`src/rtl/seq_ctr_pkg.sv`:
```
// Shared defaults and helpers for the seq_ctr serial pattern detector.
// Fill-state width is sized to hold the values 0..PAT_LEN inclusive.
package seq_ctr_pkg;

   localparam int                      DEF_PAT_LEN = 4;
   localparam logic [DEF_PAT_LEN-1:0]  DEF_PATTERN = 4'b1011;
   localparam int                      DEF_CNT_W   = 8;

   typedef logic [DEF_CNT_W-1:0] cnt_t;

   function automatic int fill_w(input int pat_len);
      return $clog2(pat_len + 1);
   endfunction

endpackage

```
`src/rtl/seq_ctr_shreg.sv`:
```
// PAT_LEN-bit history shift register with a fill-count FSM (EMPTY..FULL).
// o_match looks at the post-shift state, so the top can register it on the same edge.
module seq_ctr_shreg
   import seq_ctr_pkg::*;
#(
   parameter int                   PAT_LEN = DEF_PAT_LEN,
   parameter logic [PAT_LEN-1:0]   PATTERN = PAT_LEN'(DEF_PATTERN)
) (
   input  logic clk,
   input  logic rst,
   input  logic i_bit,
   input  logic i_clr,
   output logic o_match
);

   localparam int            FW    = fill_w(PAT_LEN);
   localparam logic [FW-1:0] EMPTY = '0;
   localparam logic [FW-1:0] FULL  = FW'(PAT_LEN);

   logic [PAT_LEN-1:0] r_hist;
   logic [PAT_LEN-1:0] w_hist_nxt;
   logic [FW-1:0]      r_fill;
   logic [FW-1:0]      w_fill_nxt;

   always_comb begin
      w_hist_nxt = {r_hist[PAT_LEN-2:0], i_bit};
      w_fill_nxt = (r_fill == FULL) ? FULL : r_fill + FW'(1);
   end

   // Fill gating keeps bits from before reset (zeros in r_hist) out of a match.
   assign o_match = (w_fill_nxt == FULL) && (w_hist_nxt == PATTERN);

   always_ff @(posedge clk or negedge rst) begin
      if (!rst) begin
         r_hist <= '0;
         r_fill <= EMPTY;
      end else if (i_clr) begin
         r_hist <= '0;
         r_fill <= EMPTY;
      end else begin
         r_hist <= w_hist_nxt;
         r_fill <= w_fill_nxt;
      end
   end

endmodule

```
`src/rtl/seq_ctr.sv`:
```
// Serial pattern detector: one-cycle registered pulse on opt per PATTERN match.
// Define SEQ_CTR_COUNT_EN to add the saturating match_cnt output.
module seq_ctr
   import seq_ctr_pkg::*;
#(
   parameter int                   PAT_LEN = DEF_PAT_LEN,
   parameter logic [PAT_LEN-1:0]   PATTERN = PAT_LEN'(DEF_PATTERN),
   parameter bit                   OVERLAP = 1'b1,
   parameter int                   CNT_W   = DEF_CNT_W
) (
   input  logic             clk,
   input  logic             rst,
   input  logic             ip,
`ifdef SEQ_CTR_COUNT_EN
   output logic [CNT_W-1:0] match_cnt,
`endif
   output logic             opt
);

   if (PAT_LEN < 2 || PAT_LEN > 16 || CNT_W < 1) begin : g_bad_cfg
      $error("seq_ctr: PAT_LEN must be 2..16 and CNT_W >= 1");
   end

   logic w_match;
   logic w_clr;
   logic r_opt;

   // Non-overlapping mode restarts the fill count on the matching edge.
   assign w_clr = !OVERLAP && w_match;

   seq_ctr_shreg #(
      .PAT_LEN (PAT_LEN),
      .PATTERN (PATTERN)
   ) u_shreg (
      .clk     (clk),
      .rst     (rst),
      .i_bit   (ip),
      .i_clr   (w_clr),
      .o_match (w_match)
   );

   always_ff @(posedge clk or negedge rst) begin
      if (!rst) r_opt <= 1'b0;
      else      r_opt <= w_match;
   end

   assign opt = r_opt;

`ifdef SEQ_CTR_COUNT_EN
   logic [CNT_W-1:0] r_cnt;

   always_ff @(posedge clk or negedge rst) begin
      if (!rst)                        r_cnt <= '0;
      else if (w_match && !(&r_cnt))   r_cnt <= r_cnt + CNT_W'(1);
   end

   assign match_cnt = r_cnt;
`endif

endmodule

```
`config.mk`:
```
export PLATFORM = sky130hd
export DESIGN_NAME = seq_ctr
export DESIGN_NICKNAME = d
export VERILOG_FILES = /design/src/rtl/seq_ctr_pkg.sv /design/src/rtl/seq_ctr_shreg.sv /design/src/rtl/seq_ctr.sv
export SDC_FILE = /design/constraint.sdc
export NUM_CORES = 1
export LEC_CHECK = 0
export CORE_AREA = 2 2 39 41
export DETAILED_ROUTE_END_ITERATION = 6
export DIE_AREA = 0 0 41 43
export PLACE_DENSITY_LB_ADDON = 0.08
export SLEW_MARGIN = 30
export SYNTH_ARGS = -nofsm -noshare
export SYNTH_HDL_FRONTEND = slang
export SYNTH_SLANG_ARGS = --single-unit
export TNS_END_PERCENT = 10
```
`constraint.sdc`:
```
create_clock -name clk -period 2.35 [get_ports clk]
set_input_delay 0.235 -clock clk [delete_from_list [all_inputs] [get_ports clk]]
set_output_delay 0.235 -clock clk [all_outputs]
set_load 0.02 [all_outputs]
```
==> impl_results.md <==
* Status: completed
* Register area at 175 sq um
* Cell Chain, Critical Path: clkdlybuf4s50_1
* Final net count at 32
* R2r setup slk at 1.17 ns
* Die Ht at 43 microns
* I/O pin count at 4
* Largest family of logic cells by synthesized area: simple AND/OR/NAND/NOR gates
* Fill cells at 155
* Clk buf depth at 2
* Final period util at 58.8%
* PortBufs at 3
* Die width at 41 microns
* Minimum clock period at 1.38 ns
* Post-CTS repair timing setup buffer count at 0
* Cell Pwr Density at 723 mW/mm^2
* Via/cell ratio at 3.57
* Synth Area in Compound Gates at 1.96%
* Clock sinks at 7
* Ratio of cells with drive above 1 in the final layout at 15.4%
* MaxCap Viol Count at 0
* H-tree level count at 1
* CTS clk-pin slew, worst paths at 0.05 ns
* YS warnings at 0
* CP arrival at 1.15 ns
* First-pass GRT wire length at 655 microns
* Antenna Cells at 0
* GRT Total Usage at 6.59%
* Starting DRT DRC Count at 0
* Setup violators final at 0
* FF+latch count, synth at 7
* Pin count of the biggest net entering global routing at 8
* Simple logic cell fraction of the synthesized area at 16.7%
* Die ar. at 0.00176 sq mm
* Worst-Margin Slew at 0.321 ns
* Slew Viols, Final at 0
* Antenna violations before repair at 0
* Count of cell types in the netlist at 9
* Slowest CP cell: clkdlybuf4s50_1
* Setup TNS at 0 ns
* Area Growth Syn to Fin at 29.9%
* Critical path launch point type: register
* Number of stages on the worst setup path at 1
* CP top delay family: buffers and inverters
* Clk_lat worst skew at 0.24 ns
* Root Driver: clkbuf_4
* Syn_area_per_cell at 13.4 sq um
* Drc violations at 0
* Num rows at 14
* Core area at 0.00138 sq mm
* Initial core utilization at 18.4%
* Final wirelength at 374 microns
* Vias in the first global route at 171
* Num CTS Buffers at 3
* Routed Antenna Nets at 0
* Detailed Place HPWL at 273 microns
* Synthesized instance count at 19
* Critical path data required time at 2.12 ns
* Final clock skew at 0.00251 ns
* CTS tree: built
* Fin util at 24.0%
* VDD IR max at 204 uV
* Cts repair resizes at 0
* RSZ-0062 raised after global routing: false
* Hold buffer count at CTS at 0
* GPL Wtd Cong at 0.597
* Wire per inst at 8.90 microns
* Syn nets at 24
* Via count at 150
* Mapped cell area at 255 sq um
* Area of the multi-input gates at 72.6 sq um
* Tot Pwr at 0.000240 W
* Critical path capture point type: output pin
* Sequential area share after synthesis at 68.6%
* Reg2reg path depth at 5
* Xor/xnor share of the synthesized area at 0%
* Adder-cell share of the synthesized area at 9.80%
* Max_slew headroom at 78.5%
* Critical Path Max Stage Delay at 0.59 ns
* Worst hold path class: input pin to async pin
* Worst-path maximum fanout at 1
* Lkg Pwr at 0.146 nW
* Worst path bufs/invs at 1
* Multiplexer share of the synthesized area at 0%
* Total congestion overflow at 0
* Kind of critical path: register to output pin
* Fmax at 724 MHz
* Drt pass-1 iters at 1
* Final-report hold violation count at 0
==> worst register-to-register path: stages (launching register included) <==
cell      delay, ns
dfrtp_1        0.37
inv_1          0.06
ha_1           0.31
nor2b_1        0.11
nand4b_1       0.12
nor4_2         0.13
==> final timing paths <==
check,startpoint,end
max,opt,opt
min,rst,opt
max reg2reg,u_shreg.r_fill[0],opt
min reg2reg,u_shreg.r_hist[1],u_shreg.r_hist[2]
max in group asynchronous,rst,u_shreg.r_fill[1]
min in group clk,u_shreg.r_hist[1],u_shreg.r_hist[2]
==> area by class of cell <==
type	count	area share, %
Sequential cell	7	52.8
Multi-Input combinational cell	10	21.9
Timing Repair Buffer	3	9.06
Clock buffer	4	7.92
Tap cell	16	6.04
Inverter	2	2.26
==> flip-flops by register name (all words and copies together) (netlist names) <==
name,count
u_shreg.r_fill,3
u_shreg.r_hist,3
opt,1
==> report_power, final <==
part	switching [W]	leakage, nW	internal, W	total, W
Sequential	0.00000108	0.0854	0.000124	0.000125
Clock	0.0000418	0.0150	0.0000646	0.000106
Combinational	0.00000375	0.0453	0.00000466	0.00000841
Total	0.0000466	0.146	0.000193	0.000240
==> per-layer routing <==
layer | vias up | track usage, % | wire length [microns]
li1 | 75 | - | -
met1 | 71 | 6.29 | 167
met2 | 4 | 7.81 | 180
met3 | 0 | 4.71 | 26
met4 | 0 | 8.00 | 0
met5 | - | 0 | 0
==> stage by stage <==
stage                     worst slack [ns]  instances  hold slack (ns)  instance area, sq um
after CTS                            0.954         42            0.254                   332
after global routing                 0.918         42            0.266                   332
after floorplan                       1.25         19          -0.0606                   255
after detailed placement              1.15         38            0.362                   305
final                                0.968         42            0.250                   332
after global placement                1.14         38            0.356                   305
==> cell usage in the layout (no fill, tap or decap) <==
| master | synthesis | layout |
|---|---|---|
| dfrtp_1 | 7 | 7 |
| nor2_1 | 3 | 3 |
| clkbuf_4 | 0 | 3 |
| clkdlybuf4s50_1 | 0 | 3 |
| inv_1 | 2 | 2 |
| ha_1 | 2 | 2 |
| nand2_1 | 1 | 1 |
| a21oi_1 | 1 | 1 |
| nor2b_1 | 1 | 1 |
| nand4b_1 | 1 | 1 |
| nor4_2 | 1 | 1 |
| clkbuf_1 | 0 | 1 |
==> cells in the mapped netlist (all sizes together) <==
library cell | number | area share [%]
nand2 | 1 | 1.5
inv | 2 | 2.9
nor2 | 3 | 4.4
nor2b | 1 | 2.5
ha | 2 | 9.8
a21oi | 1 | 2.0
nor4 | 1 | 4.9
dfrtp | 7 | 69
nand4b | 1 | 3.4
==> logic make-up after synthesis <==
logic type,Yosys count
flip-flops,7
buffers and inverters,2
AND/OR/NAND/NOR,7
AO/OA/AOI/OAI,1
adder cells (fa/ha/maj),2
No activity file was read; power rests on OpenSTA's default activity.
